`src/rtl/urna_pkg.sv`:
```
// Shared encodings and default widths for the ballot-collection front end.
package urna_pkg;
  localparam int W_VOTO_DEF  = 6;
  localparam int W_TOTAL_DEF = 8;
  localparam int N_CAND      = 4;
  localparam int N_JUIZ      = 4;

  typedef enum logic [1:0] {
    CAND_A = 2'b00,
    CAND_B = 2'b01,
    CAND_C = 2'b10,
    CAND_D = 2'b11
  } cand_e;

  typedef enum logic [1:0] {
    OCIOSO     = 2'b00,
    COLETA     = 2'b01,
    JULGAMENTO = 2'b10,
    FECHADO    = 2'b11
  } estado_e;
endpackage

```
`src/rtl/contador_sat.sv`:
```
// W-bit saturating up-counter with synchronous clear; sat flags the all-ones value.
module contador_sat #(
  parameter int W = 6
) (
  input  logic         clk,
  input  logic         rst,
  input  logic         clr,
  input  logic         inc,
  output logic [W-1:0] q,
  output logic         sat
);
  logic [W-1:0] q_q, q_d;

  assign sat = (q_q == {W{1'b1}});
  assign q   = q_q;

  always_comb begin
    q_d = q_q;
    if (clr)             q_d = '0;
    else if (inc && !sat) q_d = q_q + 1'b1;
  end

  always_ff @(posedge clk) begin
    if (rst) q_q <= '0;
    else     q_q <= q_d;
  end
endmodule

```
`src/rtl/urna_coletor.sv`:
```
// Ballot collector: counts popular ballots per candidate, then latches four
// distinct judge votes and raises paraoif for the tally stage.
module urna_coletor
  import urna_pkg::*;
#(
  parameter int W_VOTO  = W_VOTO_DEF,
  parameter int W_TOTAL = W_TOTAL_DEF
) (
  input  logic               clk,
  input  logic               rst,
  input  logic               abrir,
  input  logic               fechar,
  input  logic               voto_valido,
  input  logic [1:0]         voto_cand,
  output logic               voto_pronto,
  input  logic               juiz_valido,
  input  logic [1:0]         juiz_id,
  input  logic [1:0]         juiz_voto,
  output logic               juiz_pronto,
  output logic [W_VOTO-1:0]  VA,
  output logic [W_VOTO-1:0]  VB,
  output logic [W_VOTO-1:0]  VC,
  output logic [W_VOTO-1:0]  VD,
  output logic [1:0]         J1,
  output logic [1:0]         J2,
  output logic [1:0]         J3,
  output logic [1:0]         J4,
  output logic [W_TOTAL-1:0] total_votos,
  output logic               saturou,
  output logic               paraoif,
  output logic [1:0]         estado
);
  estado_e                             estado_q;
  logic [N_JUIZ-1:0][1:0]              j_q;
  logic [N_JUIZ-1:0]                   votou_q;
  logic                                saturou_q;

  logic [N_CAND-1:0][W_VOTO-1:0]       cnt;
  logic [N_CAND-1:0]                   cnt_sat;
  logic [N_CAND-1:0]                   inc_cand;
  logic                                aceita_voto, aceita_juiz, limpa;
  logic [N_JUIZ-1:0]                   juiz_mask;
  logic                                unused_tot_sat;

  assign voto_pronto = (estado_q == COLETA);
  assign aceita_voto = voto_pronto && voto_valido;
  assign juiz_mask   = 4'b0001 << juiz_id;
  assign juiz_pronto = (estado_q == JULGAMENTO) && juiz_valido && !votou_q[juiz_id];
  assign aceita_juiz = juiz_pronto;
  // abrir only opens an election from idle or after the judges are done
  assign limpa       = abrir && ((estado_q == OCIOSO) || (estado_q == FECHADO));

  for (genvar c = 0; c < N_CAND; c++) begin : g_cand
    assign inc_cand[c] = aceita_voto && (voto_cand == 2'(c));
    contador_sat #(.W(W_VOTO)) u_cnt (
      .clk (clk),
      .rst (rst),
      .clr (limpa),
      .inc (inc_cand[c]),
      .q   (cnt[c]),
      .sat (cnt_sat[c])
    );
  end

  contador_sat #(.W(W_TOTAL)) u_total (
    .clk (clk),
    .rst (rst),
    .clr (limpa),
    .inc (aceita_voto),
    .q   (total_votos),
    .sat (unused_tot_sat)
  );

  always_ff @(posedge clk) begin
    if (rst) begin
      estado_q  <= OCIOSO;
      j_q       <= '0;
      votou_q   <= '0;
      saturou_q <= 1'b0;
    end else begin
      case (estado_q)
        OCIOSO, FECHADO: begin
          if (abrir) begin
            estado_q  <= COLETA;
            j_q       <= '0;
            votou_q   <= '0;
            saturou_q <= 1'b0;
          end
        end
        COLETA: begin
          if (|(inc_cand & cnt_sat)) saturou_q <= 1'b1;
          if (fechar)                estado_q  <= JULGAMENTO;
        end
        JULGAMENTO: begin
          if (aceita_juiz) begin
            j_q[juiz_id]     <= juiz_voto;
            votou_q[juiz_id] <= 1'b1;
            if ((votou_q | juiz_mask) == '1) estado_q <= FECHADO;
          end
        end
        default: estado_q <= OCIOSO;
      endcase
    end
  end

  assign VA      = cnt[0];
  assign VB      = cnt[1];
  assign VC      = cnt[2];
  assign VD      = cnt[3];
  assign J1      = j_q[0];
  assign J2      = j_q[1];
  assign J3      = j_q[2];
  assign J4      = j_q[3];
  assign saturou = saturou_q;
  assign estado  = estado_q;
  assign paraoif = (estado_q == FECHADO);
endmodule

```
`config.mk`:
```
export PLATFORM = sky130hd
export DESIGN_NAME = urna_coletor
export DESIGN_NICKNAME = d
export VERILOG_FILES = /design/src/rtl/urna_pkg.sv /design/src/rtl/contador_sat.sv /design/src/rtl/urna_coletor.sv
export SDC_FILE = /design/constraint.sdc
export NUM_CORES = 1
export LEC_CHECK = 0
export BUFFER_PORTS_ARGS = -buffer_cell sky130_fd_sc_hd__buf_2
export CORE_MARGIN = 2
export CORE_UTILIZATION = 45
export CTS_CLUSTER_SIZE = 25
export DETAILED_ROUTE_END_ITERATION = 10
export PLACE_DENSITY = 0.79
export RECOVER_POWER = 50
export SKIP_CTS_REPAIR_TIMING = 1
export SLEW_MARGIN = 40
export SYNTH_ARGS = -nofsm -noshare
export SYNTH_HDL_FRONTEND = slang
export SYNTH_HIERARCHICAL = 1
export SYNTH_SLANG_ARGS = --single-unit
```
`constraint.sdc`:
```
create_clock -name clk -period 3.37 [get_ports clk]
set_input_delay 1.011 -clock clk [delete_from_list [all_inputs] [get_ports clk]]
set_output_delay 1.011 -clock clk [all_outputs]
set_load 0.01 [all_outputs]
```
* Word-level counts from Yosys, hierarchy flattened
Index checks and enable logic that the tools add are counted.
** Word-level totals
- Register bits after elaboration :: 47
- Output and inout port bits :: 46
** Operators by class
- Add/sub/neg operators :: 5
- $lt $le $gt $ge :: 2
- Eq/ne operators :: 17
- Shifts and indexed selects :: 1
- Muxes and demuxes :: 21
- Bitwise logic cells :: 3
- Reduce and logical (&&, ||, !) cells :: 31
** Operators with widths (number)
- $add A6 B1 Y6 const B :: 4
- $eq A6 B6 Y1 const B :: 4
- $mux W8 :: 2
- $pmux W8 S2 :: 1
- $logic_and A1 B1 Y1 :: 14
- $mux W2 :: 5
- $add A8 B1 Y8 const B :: 1
- $bwmux W8 :: 1
- $eq A2 B2 Y1 const B :: 4
- $eq A8 B8 Y1 const B :: 1
- $mux W4 :: 2
- $or A4 B4 Y4 :: 2
- $pmux W4 S2 :: 1
- $logic_not A1 Y1 :: 6
- $ne A2 B2 Y1 const B :: 3
- $pmux W2 S3 :: 1
- $reduce_and A3 Y1 :: 2
- $and A4 B4 Y4 :: 1
- $demux W2 S2 :: 1
- $eq A2 B1 Y1 const B :: 2
- $eq A4 B4 Y1 const B :: 1
- $logic_not A2 Y1 :: 2
- $mux W1 :: 4
- $ne A2 B1 Y1 const B :: 2
- 11 further kinds :: 13

* Logic depth before layout (Yosys ltp)
Gate-level depths: netlist of the first run.
- Depth in word-level cells :: 7
- Gate-level depth with buffers :: 8
- Depth with buffers taken out :: 8

* Hierarchy
The synthesis of the first run kept the hierarchy.
** Modules (own cells, without submodules)
- contador_sat (g_cand[0].u_cnt ...) :: times used 4, cells each 32, area each 292.8 µm², seq. area each 120.1 µm²
- urna_coletor :: times used 1, cells each 109, area each 944.7 µm², seq. area each 300.3 µm²
- contador_sat (u_total) :: times used 1, cells each 45, area each 425.4 µm², seq. area each 160.2 µm²

* Worst setup path before layout of the first run
Ideal clock, no wire load.
- Kind :: in2out
- From :: input juiz_id[1]
- To :: output juiz_pronto
- Arrival time :: 1763 ps
- Setup slack :: 596 ps
- Stages on the path :: 4
- Cell sequence :: buf_6 > mux2_4 > a2bb2oi_2 > nor2b_1
** Between the ends
- Word-level cells in the longest chain between the ends :: 4
** RTL lines
- from (decl) :: line urna_coletor.sv:17 : input logic [1:0] juiz_id,
- $bmux W1 S2 :: line urna_coletor.sv:48 : assign juiz_pronto = (estado_q == JULGAMENTO) && juiz_valido && !votou_q[juiz_id];
- $mux W1 (implied by the code) :: line urna_coletor.sv:48
- $logic_not A1 Y1 :: line urna_coletor.sv:48
- $logic_and A1 B1 Y1 :: line urna_coletor.sv:48
- to (decl) :: line urna_coletor.sv:19 : output logic juiz_pronto,
Every way passes these cells. The select of a mux whose other input is x is not followed.

* Worst setup path in the final report of the first run
Same ends and word-level chain as after synthesis.

==> results of run 1 <==
==> tightest hold or removal path, cell delays in order, from the launching register on <==
cell and delay, ns:
dfxtp_1 0.33, nand2b_1 0.06, o21ai_0 0.06
==> stage by stage <==
step	worst slack (ns)	area, um2
finish	0.462	2930
global route	0.422	2930
global placement	0.488	2880
CTS	0.464	2990
detailed placement	0.466	2880
floorplan	0.596	2530
==> area by class of cell <==
| type | instances | area (um2) |
|---|---|---|
| Clock buffer | 6 | 82.6 |
| Clock inverter | 2 | 35.0 |
| Fill cell | 544 | 2540 |
| Inverter | 21 | 78.8 |
| Multi-Input combinational cell | 208 | 1470 |
| Sequential cell | 47 | 941 |
| Tap cell | 72 | 90.1 |
| Timing Repair Buffer | 57 | 233 |
==> state kept, by name (all words and copies together) (netlist names) <==
signal / count
saturou: 1
u_total/q: 8
J1: 2
estado: 2
J4: 2
J3: 2
votou_q: 4
J2: 2
g_cand.u_cnt/q: 24
==> final timing paths <==
path | from | to | slack, ns | cells past startpoint
worst min register to register | J4[0] | J4[0] | 0.48 | 2
worst max-delay path | juiz_id[1] | juiz_pronto | 0.46 | 5
worst max register to register | estado[0] | g_cand[1].u_cnt/q[5] | 1.12 | 6
worst min-delay path | J4[0] | J4[0] | 0.48 | 2
==> power groups by stage <==
stage	registers, mW	logic (mW)	clock network [mW]
floorplan	0.620	0.256	0
global placement	0.616	0.336	0
detailed placement	0.618	0.344	0
CTS	0.605	0.346	0.443
global route	0.609	0.382	0.460
finish	0.606	0.343	0.427
==> cell usage in the layout, fill, tap and decap left out, types with 7 or more instances in the layout <==
cell type  count
a21oi_1       13
dfxtp_1       47
or3_1          7
buf_2         15
ha_1           8
nand2_1       28
inv_1         17
nand4_1        8
nor2_1        13
or4_1          7
mux2i_1       12
and3_2         7
clkbuf_1      42
a31oi_1       11
nand2b_1      14
==> per-layer routing <==
layer / vias up / global-route usage
met3: 4 / 0.0443
met5: - / 0
met4: 0 / 0.0707
li1: 1188 / -
met1: 1154 / 0.246
met2: 52 / 0.309
==> results.py, run 1 <==
metrics = {
    "status": {
        "status": "finished, final reports clean",
    },
    "power": {
        "finalPower_mw": 1.38,
        "p_comb_frac": 0.249,
        "clkPwrFrac": 0.311,
        "switching_share": 0.316,
        "power.internal_mw": 0.942,
        "seq_power_share": 0.440,
        "ir_drop_mv": 0.274,
        "p_per_area_mw_per_mm2": 469,
        "switching_power_mw": 0.434,
        "power.leakage_nw": 1.06,
    },
    "detailed_routing": {
        "wirelength_met1_mm": 2.69,
        "postRouteAntennaNets": 0,
        "drt-wirelength-per-cell_um": 14.1,
        "top_layer": "met4",
        "wl_met2_mm": 2.84,
        "vias_per_cell": 5.81,
        "vias": 2398,
        "drc": 0,
        "wl_met3_um": 244,
        "wirelength_mm": 5.81,
        "firstDrtPassIters": 4,
        "drtIter0Drc": 132,
    },
    "setup_path": {
        "cpMaxStageDelayCell": "mux2_4",
        "crit_buf_inv": 2,
        "critPathMaxFanout": 7,
        "cpPeakStageDelay_ns": 0.32,
        "startpoint_type": "input pin",
        "crit_top_cell": "buf_2",
        "critical_path_class": "input pin to output pin",
        "cp.arrival_ns": 1.90,
        "worstPathCellList": "buf_2 -> mux2_4 -> a2bb2oi_2 -> nor2b_1 -> buf_2",
        "cp-end-kind": "output pin",
        "required_ns": 2.36,
        "critPathTopFamily": "multiplexers",
    },
    "synth": {
        "syn_inst": 281,
        "synth_area_per_cell_um2": 9.02,
        "syn_nets": 301,
        "yosys_warnings": 6,
        "syn_area_mm2": 0.00253,
    },
    "die": {
        "initial_core_util": 0.463,
        "die_w_um": 79.1,
        "io_pins": 58,
        "die-area_mm2": 0.00625,
        "core_area_mm2": 0.00547,
        "rows": 27,
        "fp.dieH_um": 79.1,
    },
    "timing": {
        "fin_crit_ns": 2.91,
        "drv_slew": 0,
        "worst_pin_slew_ns": 0.747,
        "fin_tns_setup_ns": 0,
        "hold_violations": 0,
        "final-setup-viol-count": 0,
        "finalCritPeriodShare": 0.863,
        "fin_skew_ns": 0.00611,
        "fin_hold_ws_ns": 0.485,
        "maxSlewHeadroom": 0.502,
        "max_freq_mhz": 344,
        "rsz0062_at_grt": "false",
    },
    "global_routing": {
        "first_global_vias": 2210,
        "grt_max_degree": 43,
        "grt.total_usage": 0.190,
        "antenna_found_initial": 0,
        "overflow": 0,
        "grt_pass1_wl_mm": 9.76,
    },
    "flow_run": {
        "drv_cap": 0,
    },
    "place": {
        "numPortBuffers": 57,
        "placed_cells": 405,
        "dp_hpwl_mm": 4.16,
        "gp_congestion": 0.812,
    },
    "clocking": {
        "clkLatencyLatePin_ns": 0.29,
        "clockBufferDepth": 2,
        "root_buffer": "clkbuf_8",
        "clkSlewWorstSetupHoldPaths_ns": 0.09,
        "h-tree-depth": 2,
        "cts_buffers": 5,
        "cts_sinks": 47,
        "cts_tree": "yes",
    },
    "cells_and_area": {
        "drive_above_1_share": 0.138,
        "synthToLayoutAreaGrowth_pct": 15.7,
        "diodes": 0,
        "stdcell_count": 413,
        "fin_nets": 360,
        "final_util": 0.536,
    },
    "worst_hold_path": {
        "holdCritPathClass": "flip-flop to flip-flop",
    },
}
(Power assumes the default switching activity.)
==> run 2: changes to the inputs <==
==> constraint.sdc (replaced) <==
create_clock -name clk -period 3.37 [get_ports clk]
set_input_delay 0.1685 -clock clk [delete_from_list [all_inputs] [get_ports clk]]
set_output_delay 0.1685 -clock clk [all_outputs]
set_load 0.01 [all_outputs]
==> run 2 against run 1 <==
Effect of this change: critical path depth increased by 1; via count decreased by 2.5%; die area unchanged; total power increased by 2.9%; cell count unchanged; design area increased by 0.64%; combinational power decreased by 3%; wire length decreased by 5.7%; non-clock buffer count unchanged; clock power increased by 12%.
==> results.py, run 2 (synthesis gave the netlist of run 1 again) <==
metrics = {
    "setup_path": {
        "worstReg2RegStart": "estado[0]",
        "cp.arrival_ns": 2.37,
        "worst_r2r_path_depth": 6,
        "r2r_slack_ns": 1.22,
        "r2r_end": "g_cand[1].u_cnt/q[5]",
        "critPathMaxFanout": 5,
        "cp-end-kind": "flip-flop",
        "required_ns": 3.59,
        "critical_path_class": "flip-flop to flip-flop",
        "startpoint_type": "flip-flop",
    },
    "place": {
        "dp_hpwl_mm": 4.04,
        "numPortBuffers": 57,
        "placed_cells": 405,
        "gp_congestion": 0.869,
        "dpl_cell_area_mm2": 0.00288,
    },
    "status": {
        "status": "finished, final reports clean",
    },
    "global_routing": {
        "overflow": 0,
        "grt.total_usage": 0.175,
        "antenna_found_initial": 0,
        "first_global_vias": 2080,
        "grt_pass1_wl_mm": 9.09,
        "grt_max_degree": 43,
    },
    "cells_and_area": {
        "fin_nets": 360,
        "final_util": 0.540,
        "fin_area_mm2": 0.00295,
        "diodes": 0,
        "synthToLayoutAreaGrowth_pct": 16.5,
        "largest_register_ffs": 24,
        "fillCellCount": 544,
        "stdcell_count": 413,
        "drive_above_1_share": 0.132,
        "mostFrequentLayoutCell": "dfxtp_1",
        "most-common-layout-cells": "dfxtp_1, clkbuf_1, nand2_1",
    },
    "detailed_routing": {
        "firstDrtPassIters": 4,
        "postRouteAntennaNets": 0,
        "drtIter0Drc": 113,
        "vias": 2338,
        "drc": 0,
        "drt-wirelength-per-cell_um": 13.3,
        "vias_per_cell": 5.66,
        "wirelength_mm": 5.49,
    },
    "timing": {
        "finalCritPeriodShare": 0.639,
        "fin_tns_setup_ns": 0,
        "fin_skew_ns": 0.00668,
        "hold_violations": 0,
        "worst_pin_slew_ns": 0.725,
        "maxSlewHeadroom": 0.517,
        "fin_hold_ws_ns": 0.284,
        "fin_crit_ns": 2.15,
        "max_freq_mhz": 465,
        "drv_slew": 0,
        "rsz0062_at_grt": "false",
        "final-setup-viol-count": 0,
    },
    "clocking": {
        "cts_sinks": 47,
        "root_buffer": "clkbuf_8",
        "h-tree-depth": 2,
        "clockBufferDepth": 2,
        "cts_tree": "yes",
        "clkSlewWorstSetupHoldPaths_ns": 0.09,
        "cts_buffers": 5,
        "clkLatencyLatePin_ns": 0.29,
    },
    "power": {
        "ir_drop_mv": 0.243,
        "power.leakage_nw": 1.06,
        "p_per_area_mw_per_mm2": 479,
    },
    "die": {
        "rows": 27,
        "core_area_mm2": 0.00547,
        "fp.dieH_um": 79.1,
        "initial_core_util": 0.463,
        "io_pins": 58,
        "die_w_um": 79.1,
        "die-area_mm2": 0.00625,
    },
    "worst_hold_path": {
        "holdCritPathClass": "input pin to flip-flop",
        "worstHoldStart": "juiz_voto[1]",
        "holdPathStages": 4,
        "min_to": "J3[1]",
    },
    "flow_run": {
        "drv_cap": 0,
    },
}
-- run 2: worst max-delay path by stage --
stage,from,endpoint,depth (start not counted)
2_1_floorplan,estado[0],g_cand[2].u_cnt/q[5],6
3_3_place_gp,estado[0],g_cand[0].u_cnt/q[5],6
3_5_place_dp,estado[0],g_cand[3].u_cnt/q[5],7
4_1_cts,estado[0],g_cand[0].u_cnt/q[5],6
5_1_grt,estado[0],g_cand[1].u_cnt/q[5],6
6_report,estado[0],g_cand[1].u_cnt/q[5],6
-- run 2: per-stage QoR --
stage | setup WS [ns] | power (mW)
floorplan | 1.40 | 0.877
global placement | 1.36 | 0.947
detailed placement | 1.25 | 0.956
CTS | 1.24 | 1.44
global route | 0.941 | 1.50
finish | 1.22 | 1.42
-- run 2: routing by layer --
metal | track usage | part of all wire
met5 | 0 | 0
met4 | 0.0552 | 0.0044
met3 | 0.0330 | 0.056
met2 | 0.299 | 0.49
met1 | 0.223 | 0.45
-- run 2: cell type report --
class	instances	area, um2	area share
clock inverter	2	60.1	0.0203
tap	72	90.1	0.0305
clock buffer	6	72.6	0.0246
inverter	21	78.8	0.0267
timing repair buffer	57	229	0.0775
multi-input combinational	208	1480	0.502
sequential	47	941	0.319
-- run 2: worst max-delay path, stage by stage (launching register included) --
cell	delay [ns]
dfxtp_1	0.42
ha_1	0.28
nand2_1	0.13
nor3b_1	0.43
nand4_1	0.24
or4_1	0.44
a21boi_1	0.15
-- run 2: power by group --
group / internal (mW) / switching (mW) / total, mW
clock network: 0.296 / 0.181 / 0.478
registers: 0.578 / 0.0269 / 0.605
logic: 0.121 / 0.212 / 0.333
==> run 3: changes to the inputs <==
- ABC_AREA: default -> 1
- clock period: 3.37 -> 2.2 ns (I/O delays scaled with it)
==> run 3 against run 2 <==
Effect of this change: clock skew shrank 0.0019 ns; worst setup slack lost 0.80 ns; total power grew 76%; synthesized cell count grew 46%; clock power grew 37%; sequential power grew 53%; die area grew 7.3%; count of clock-buffer cells in the layout is the same; wire length grew 11%; fmax grew 21%; sequential share of layout area shrank 2.0 points.
==> results.py, run 3 <==
metrics = {
    "status": {
        "status": "finished, final reports clean",
    },
    "setup_path": {
        "worstPathCellList": "inv_1 -> ha_1 -> inv_1 -> or2_1 -> o21a_1 -> buf_4 -> nand3_1 -> nand2_1 -> a21oi_1",
        "required_ns": 2.42,
        "cp.arrival_ns": 2.01,
        "startpoint_type": "flip-flop",
        "crit_top_cell": "inv_1",
        "critPathMaxFanout": 17,
        "cp-end-kind": "flip-flop",
        "cpMaxStageDelayCell": "dfxtp_1",
        "cpPeakStageDelay_ns": 0.38,
        "crit_buf_inv": 3,
        "critical_path_class": "flip-flop to flip-flop",
        "critPathTopFamily": "simple AND/OR/NAND/NOR gates",
    },
    "power": {
        "ir_drop_mv": 0.409,
        "seq_power_share": 0.372,
        "p_comb_frac": 0.366,
        "power.leakage_nw": 1.37,
        "switching_share": 0.377,
        "clkPwrFrac": 0.262,
        "switching_power_mw": 0.938,
        "power.internal_mw": 1.55,
        "p_per_area_mw_per_mm2": 790,
    },
    "cells_and_area": {
        "most-common-layout-cells": "nand2_1, inv_1, nor2_1",
        "final_util": 0.536,
        "seqCellArea_um2": 941,
        "stdcell_count": 548,
        "mostFrequentLayoutCell": "nand2_1",
        "diodes": 0,
        "multi_input_area_mm2": 0.00149,
        "synthToLayoutAreaGrowth_pct": 15.5,
        "fillCellCount": 616,
        "drive_above_1_share": 0.144,
        "largest_register_ffs": 24,
        "fin_nets": 492,
    },
    "timing": {
        "final-setup-viol-count": 0,
        "fin_tns_setup_ns": 0,
        "hold_violations": 0,
        "drv_slew": 0,
        "finalCritPeriodShare": 0.811,
        "worst_pin_slew_ns": 0.467,
        "max_freq_mhz": 560,
        "fin_ws_ns": 0.416,
        "rsz0062_at_grt": "false",
        "fin_hold_ws_ns": 0.195,
        "fin_skew_ns": 0.00476,
        "maxSlewHeadroom": 0.687,
        "fin_crit_ns": 1.78,
    },
    "global_routing": {
        "first_global_vias": 2359,
        "overflow": 0,
        "grt.total_usage": 0.190,
        "grt_max_degree": 21,
        "grt_pass1_wl_mm": 10.1,
        "antenna_found_initial": 0,
    },
    "die": {
        "io_pins": 58,
        "rows": 28,
        "die-area_mm2": 0.00671,
        "core_area_mm2": 0.00589,
        "die_w_um": 81.9,
        "fp.dieH_um": 81.9,
        "initial_core_util": 0.464,
    },
    "clocking": {
        "h-tree-depth": 2,
        "root_buffer": "clkbuf_8",
        "cts_buffers": 5,
        "cts_tree": "yes",
        "clkSlewWorstSetupHoldPaths_ns": 0.09,
        "clkLatencyLatePin_ns": 0.30,
        "cts_sinks": 47,
        "clockBufferDepth": 2,
    },
    "synth": {
        "syn_area_mm2": 0.00273,
        "synth_area_per_cell_um2": 6.68,
        "yosys_warnings": 6,
        "syn_inst": 409,
        "syn_nets": 429,
    },
    "detailed_routing": {
        "postRouteAntennaNets": 0,
        "wirelength_mm": 6.08,
        "drt-wirelength-per-cell_um": 11.1,
        "drtIter0Drc": 124,
        "vias": 2733,
        "vias_per_cell": 4.99,
        "firstDrtPassIters": 4,
        "drc": 0,
    },
    "worst_hold_path": {
        "holdCritPathClass": "input pin to flip-flop",
    },
    "place": {
        "gp_congestion": 0.857,
        "dp_hpwl_mm": 4.69,
        "placed_cells": 540,
        "numPortBuffers": 57,
        "place_ws_ns": 0.445,
    },
    "flow_run": {
        "drv_cap": 0,
    },
}
[run 3: cell types whose count changed in the layout (fill, tap and decap cells not counted), moves of 14 or more]
cell,change
inv_1,+39
nand2_1,+78
nand2_2,+18
nand2b_1,-14
nand4_1,+19
nor2_1,+38
[run 3: final cells by class]
type	count	share of cell area
inverter	64	0.0770
sequential	47	0.298
tap	75	0.0298
timing repair buffer	63	0.0869
clock inverter	2	0.0111
clock buffer	6	0.0262
multi-input combinational	291	0.471
[run 3: layer usage]
layer	track usage	part of all wire
met1	0.245	0.47
met2	0.311	0.47
met3	0.0374	0.050
met4	0.0733	0.016
met5	0	0
[run 3: power groups by stage]
| stage | sequential, mW | clock [mW] | combinational, mW |
|---|---|---|---|
| after detailed placement | 0.946 | 0 | 0.916 |
| final | 0.926 | 0.653 | 0.912 |
| after global placement | 0.942 | 0 | 0.906 |
| after floorplan | 0.959 | 0 | 0.743 |
| after CTS | 0.925 | 0.674 | 0.923 |
| after global routing | 0.932 | 0.708 | 1.04 |
[run 3: stage by stage]
step / total power, mW / instance area (um2)
after floorplan: 1.70 / 2730
after global placement: 1.85 / 3090
after detailed placement: 1.86 / 3090
after CTS: 2.52 / 3210
after global routing: 2.68 / 3150
final: 2.49 / 3150
[run 3: path summary, 6_finish.rpt]
path                   from  endpoint  cells past startpoint  slack [ns]
hold / removal        abrir   saturou                      4        0.20
setup / recovery  estado[0]     J4[1]                      9        0.42
setup reg to reg  estado[0]     J4[1]                      9        0.42
hold reg to reg       J3[1]     J3[1]                      2        0.46
[run 3: worst min-delay path: stages]
cell and delay (ns):
buf_2 0.09, nand2_1 0.05, o21ai_0 0.14, a21oi_1 0.06
